**src/rtl/vga_sync_rx.sv**
```systemverilog
// VGA sync receiver: recovers pixel coordinates from HS/VS and
// measures line/frame timing behind a three-state lock tracker.
module vga_sync_rx #(
    parameter int H_START  = 144,
    parameter int H_ACTIVE = 640,
    parameter int V_START  = 35,
    parameter int V_ACTIVE = 480
) (
    input  logic        CLK,
    input  logic        RST_N,
    input  logic        HS,
    input  logic        VS,
    input  logic [7:0]  PIX,
    output logic [9:0]  x,
    output logic [9:0]  y,
    output logic        de,
    output logic [7:0]  pix_out,
    output logic        frame_start,
    output logic        locked,
    output logic [10:0] h_total,
    output logic [10:0] v_total
);

    localparam logic [10:0] CMAX = 11'd2047;
    localparam logic [10:0] H_LO = 11'(H_START);
    localparam logic [10:0] H_HI = 11'(H_START + H_ACTIVE);
    localparam logic [10:0] V_LO = 11'(V_START);
    localparam logic [10:0] V_HI = 11'(V_START + V_ACTIVE);

    typedef enum logic [1:0] {
        UNLOCKED,
        ACQUIRE,
        LOCKED
    } lock_t;

    lock_t       state;
    lock_t       state_d;
    logic        hs1;
    logic        hs2;
    logic        vs1;
    logic        vs2;
    logic [7:0]  pix1;
    logic [7:0]  pix2;
    logic [10:0] hcnt;
    logic [10:0] vcnt;
    logic [10:0] ref_h;
    logic [10:0] ref_v;
    logic [10:0] h_meas;
    logic [10:0] v_meas;
    logic [10:0] h_cur;
    logic        hs_fall;
    logic        vs_fall;
    logic        ref_load;
    logic        win;
    logic        de_d;

    assign hs_fall = hs2 & ~hs1;
    assign vs_fall = vs2 & ~vs1;
    assign h_meas  = (hcnt == CMAX) ? CMAX : hcnt + 11'd1;
    assign v_meas  = (vcnt == CMAX) ? CMAX : vcnt + 11'd1;
    // line length as seen this cycle, including a line ending right now
    assign h_cur   = hs_fall ? h_meas : h_total;
    assign win     = (hcnt >= H_LO) && (hcnt < H_HI) &&
                     (vcnt >= V_LO) && (vcnt < V_HI);
    assign locked  = (state == LOCKED);
    assign de_d    = win && (state_d == LOCKED);

    always_ff @(posedge CLK or negedge RST_N) begin
        if (!RST_N) begin
            hs1  <= 1'b1;
            hs2  <= 1'b1;
            vs1  <= 1'b1;
            vs2  <= 1'b1;
            pix1 <= '0;
            pix2 <= '0;
        end else begin
            hs1  <= HS;
            hs2  <= hs1;
            vs1  <= VS;
            vs2  <= vs1;
            pix1 <= PIX;
            pix2 <= pix1;
        end
    end

    always_ff @(posedge CLK or negedge RST_N) begin
        if (!RST_N) begin
            hcnt        <= '0;
            vcnt        <= '0;
            h_total     <= '0;
            v_total     <= '0;
            frame_start <= 1'b0;
        end else begin
            if (hs_fall)
                hcnt <= '0;
            else if (hcnt != CMAX)
                hcnt <= hcnt + 11'd1;
            if (vs_fall)
                vcnt <= '0;
            else if (hs_fall && vcnt != CMAX)
                vcnt <= vcnt + 11'd1;
            if (hs_fall)
                h_total <= h_meas;
            if (vs_fall)
                v_total <= v_meas;
            frame_start <= vs_fall;
        end
    end

    always_ff @(posedge CLK or negedge RST_N) begin
        if (!RST_N)
            state <= UNLOCKED;
        else
            state <= state_d;
    end

    always_comb begin
        state_d  = state;
        ref_load = 1'b0;
        unique case (state)
            UNLOCKED: begin
                if (vs_fall) begin
                    state_d  = ACQUIRE;
                    ref_load = 1'b1;
                end
            end
            ACQUIRE: begin
                if (vs_fall) begin
                    if (h_cur == ref_h && v_meas == ref_v)
                        state_d = LOCKED;
                    else
                        ref_load = 1'b1;
                end
            end
            LOCKED: begin
                if ((hs_fall && h_meas != ref_h) ||
                    (vs_fall && v_meas != ref_v) ||
                    (hcnt == CMAX))
                    state_d = UNLOCKED;
            end
            default: state_d = UNLOCKED;
        endcase
    end

    always_ff @(posedge CLK or negedge RST_N) begin
        if (!RST_N) begin
            ref_h <= '0;
            ref_v <= '0;
        end else if (ref_load) begin
            ref_h <= h_cur;
            ref_v <= v_meas;
        end
    end

    // de is gated by the next lock state so an unlock blanks it at once
    always_ff @(posedge CLK or negedge RST_N) begin
        if (!RST_N) begin
            de      <= 1'b0;
            x       <= '0;
            y       <= '0;
            pix_out <= '0;
        end else begin
            de      <= de_d;
            x       <= de_d ? 10'(hcnt - H_LO) : '0;
            y       <= de_d ? 10'(vcnt - V_LO) : '0;
            pix_out <= pix2;
        end
    end

endmodule

```
**config.mk**
```make
export PLATFORM = sky130hd
export DESIGN_NAME = vga_sync_rx
export DESIGN_NICKNAME = d
export VERILOG_FILES = /design/src/rtl/vga_sync_rx.sv
export SDC_FILE = /design/constraint.sdc
export NUM_CORES = 1
export LEC_CHECK = 0
export BUFFER_PORTS_ARGS = -buffer_cell sky130_fd_sc_hd__buf_2
export CAP_MARGIN = 15
export CELL_PAD_IN_SITES_DETAIL_PLACEMENT = 1
export CELL_PAD_IN_SITES_GLOBAL_PLACEMENT = 1
export CORE_ASPECT_RATIO = 0.7
export CORE_MARGIN = 2
export CORE_UTILIZATION = 50
export CTS_CLUSTER_DIAMETER = 30
export DETAILED_ROUTE_END_ITERATION = 10
export HOLD_SLACK_MARGIN = 0.02
export PLACE_DENSITY_LB_ADDON = 0.1
export SETUP_SLACK_MARGIN = 0.3
export SLEW_MARGIN = 20
export SYNTH_ARGS = -nofsm -noshare
export SYNTH_HDL_FRONTEND = slang
export SYNTH_SLANG_ARGS = --single-unit
```
**constraint.sdc**
```tcl
create_clock -name CLK -period 7.6 [get_ports CLK]
set_clock_uncertainty 0.05 [all_clocks]
set_input_delay 1.14 -clock CLK [delete_from_list [all_inputs] [get_ports CLK]]
set_output_delay 1.14 -clock CLK [all_outputs]
set_load 0.005 [all_outputs]
```
==> results by group <==
Worst setup path
  • Worst path cell trace: ha_1 > and4_1 > nand3_1 > and3_1 > a211oi_1 > o2111ai_1 > or4_4 > or3_4 > a21boi_0
  • Crit. path cell count: 9
  • CP max-delay cell: nand3_1
  • Reg2Reg Setup Slack: 3.16 ns
  • Startpoint Class: register
  • Worst r2r path cells: 9
  • Crit path max fanout: 21
  • Worst Path Required: 7.84 ns
  • Class of the most critical setup path: register to register
  • CP endpoint kind: register
  • Largest delay share family, worst path: simple AND/OR/NAND/NOR gates
  • R2R Path Start: hcnt[0]$_DFFE_PN0P_
  • CP arrival: 4.68 ns
  • Critical R2R Capture: x[2]$_DFF_PN0_
  • Buf/Inv on CP: 0
  • Slowest Stage Delay on Critical Path: 0.64 ns

Clock tree
  • Cts bufs inserted: 17
  • Root Buffer: clkbuf_16
  • Worst skew pair latency: 0.41 ns
  • CTS clk-pin slew, worst paths: 0.06 ns
  • # hold bufs at CTS: 0
  • TritonCTS clock tree: built
  • Postcts setup bufs: 0
  • CTS Buffer Depth: 2
  • CTS H-tree depth: 4
  • CTS resizes: 0
  • Clock tree sinks: approximately 120

Hold path
  • WHS Path Cells: 0
  • Hold_sp: pix2[4]$_DFF_PN0_
  • Worst hold endpoint: pix_out[4]$_DFF_PN0_
  • Worst Hold Class: register to register

Timing
  • Setup violators final: 0
  • Worst-Margin Slew: 0.957 ns
  • Final period util: 0.584
  • Sum Neg Setup Slack: 0 ns
  • Rel. slew slack: 0.362
  • Min Clock Period, post-route: 4.44 ns
  • Max frequency: 225 MHz
  • Fin. Hold Viols: 0
  • Slew Limit Fails: 0
  • Unrepaired setup endpoints after global routing: false

Pwr
  • Clock power share: 0.437
  • Maximum vdd ir drop: 0.165 mV
  • Internal power: 1330 uW
  • Comb power frac: 0.166
  • Power Density: 267 nW/um2
  • Seq pwr share: 0.398
  • Sw frac: 0.292
  • Static Leak: 0.00317 uW
  • Psw: between 500 and 600 uW

Synth
  • Post-synth EDFFs: 0
  • Total nets after synthesis: 617
  • #FFs+latches synth: 118
  • Post-synth ARST share: 1.00
  • Synthesized cell area: 6070 um2
  • Yosys warns: 0
  • Avg Cell Area, Syn: between 10 and 15 um2
  • Synth Instances: 599
  • Main synth FF type: dfrtp_1
  • Synth cell types: 74
  • Register area share after synthesis: 0.487

Die
  • Row count: 33
  • Die Wd: 136 um
  • Initial Util: 0.516
  • Die height: slightly below 100 um
  • Core ar.: 11,800 um2
  • Die area: 13,100 um2
  • Io pins: 65

GRT
  • Largest net degree at the start of global routing: 77
  • Vias in the first global route: around 5,200
  • GRT overflow: 0
  • Global-route wire length before repair: 28,700 um
  • Initial antenna violation count: 0
  • Tot GR Track Use: 0.291

Final layout
  • Filler cells: 1,317
  • Nets: around 670
  • Multi-input combinational cell area: 2850 um2
  • Antenna diodes: 0
  • FF/Latch Area: 2960 um2
  • Area growth from synthesis to layout: 16.0%
  • Layout cells sized above 1: 0.241
  • Post-layout util: 0.599

Drt
  • DRT Pass-1 Iters: 5
  • Number of vias per cell: 6.15
  • DRT iter0 DRCs: 384
  • DR vias: 5,022
  • Remaining antenna violation count after routing: 0
  • Drt total wl: ~18,000 um
  • DR WL/cell: roughly 22 um
  • Drt drc: 0

Outcome
  • Status: completed

Placed design
  • GP Congestion: 0.961
  • Dpl hpwl: 12,300 um
  • PortBufs: 64

Job
  • Max Cap Viol: 0
[power groups by stage]
stage	Clock (uW)	Combinational [uW]	Sequential, uW
floorplan	0	247	713
global placement	0	296	750
detailed placement	0	304	755
CTS	833	309	745
global route	865	343	754
finish	821	312	748
[flip-flops by register name (all words and copies together), names as in the netlist, 2 cells and up]
name	cells
h_total	11
hcnt	11
pix1	8
pix2	8
pix_out	8
ref_h	11
ref_v	11
state	2
v_total	11
vcnt	11
x	10
y	10
[how the worst max path moves through the flow]
stage                        startpoint  slack (ns)                   end
CTS                 hcnt[0]$_DFFE_PN0P_        3.17        x[2]$_DFF_PN0_
global route        hcnt[0]$_DFFE_PN0P_        2.87        x[2]$_DFF_PN0_
global placement    vcnt[0]$_DFFE_PN0P_        3.43  ref_h[4]$_DFFE_PN0P_
detailed placement  vcnt[0]$_DFFE_PN0P_        3.43  ref_h[0]$_DFFE_PN0P_
finish              hcnt[0]$_DFFE_PN0P_        3.16        x[2]$_DFF_PN0_
floorplan           hcnt[0]$_DFFE_PN0P_        4.36        x[3]$_DFF_PN0_
[kinds of logic after synthesis]
family                   Yosys count  synth area share
AO/OA/AOI/OAI                    148             0.173
XOR/XNOR                          46            0.0723
adder cells (fa/ha/maj)            6            0.0124
buffers and inverters             59            0.0447
flip-flops                       118             0.487
multiplexers                      20            0.0354
AND/OR/NAND/NOR                  202             0.175
[area by class of cell]
cell class | instances | area share
clock buffer | 17 | 0.0603
tap | 157 | 0.0279
sequential | 118 | 0.420
inverter | 17 | 0.00905
multi-input combinational | 422 | 0.405
timing repair buffer | 71 | 0.0532
clock inverter | 14 | 0.0250
[synthesized netlist by cell type (6+ instances only)]
cell type | n | area (um2)
o21ai_0 | 31 | 155
nor2_1 | 48 | 180
xnor2_1 | 28 | 245
nor3_1 | 12 | 60.1
nand2b_1 | 10 | 62.6
nor2b_1 | 9 | 56.3
ha_1 | 6 | 75.1
buf_4 | 6 | 45.0
dfrtp_1 | 114 | 2850
xor2_1 | 14 | 123
nand3_1 | 23 | 115
a21oi_1 | 22 | 110
nand4_1 | 7 | 43.8
nor4_1 | 6 | 37.5
a211oi_1 | 6 | 45.0
buf_1 | 7 | 26.3
mux2i_1 | 8 | 80.1
mux2_2 | 12 | 135
a31oi_1 | 13 | 81.3
inv_1 | 17 | 63.8
buf_2 | 10 | 50.1
clkbuf_1 | 17 | 63.8
a21oi_2 | 17 | 149
nand2_1 | 47 | 176
and3_1 | 7 | 43.8
[stage by stage]
step	area (um2)	worst slack, ns	total power (uW)	cells	hold WS (ns)
finish	7050	3.16	1880	816	0.295
global route	7050	2.87	1960	816	0.308
global placement	6450	3.43	1050	785	0.282
detailed placement	6450	3.43	1060	785	0.286
CTS	7050	3.17	1890	816	0.299
floorplan	6070	4.36	960	599	0.281
[placed cells by master (no fill, tap or decap), types with 17 or more instances in the layout]
cell type    n
nor2_1      48
o21ai_0     31
buf_2       63
a21oi_2     17
inv_1       17
nand2_1     47
xnor2_1     28
dfrtp_1    114
nand3_1     23
clkbuf_16   17
a21oi_1     22
[metal layers]
metal	wire, um	vias up	global-route usage	share of wire
met5	0	-	0	0
met2	7760	172	0.431	0.44
met1	8670	2573	0.428	0.49
met3	1070	18	0.0685	0.061
met4	146	0	0.0755	0.0083
li1	-	2259	-	-
[worst reg2reg max path, stage by stage, from the launching register on]
cell and delay (ns):
dfrtp_1 0.51, ha_1 0.36, and4_1 0.33, nand3_1 0.64, and3_1 0.46, a211oi_1 0.33
o2111ai_1 0.21, or4_4 0.48, or3_4 0.56, a21boi_0 0.38
Power figures use the tool's default switching activity.
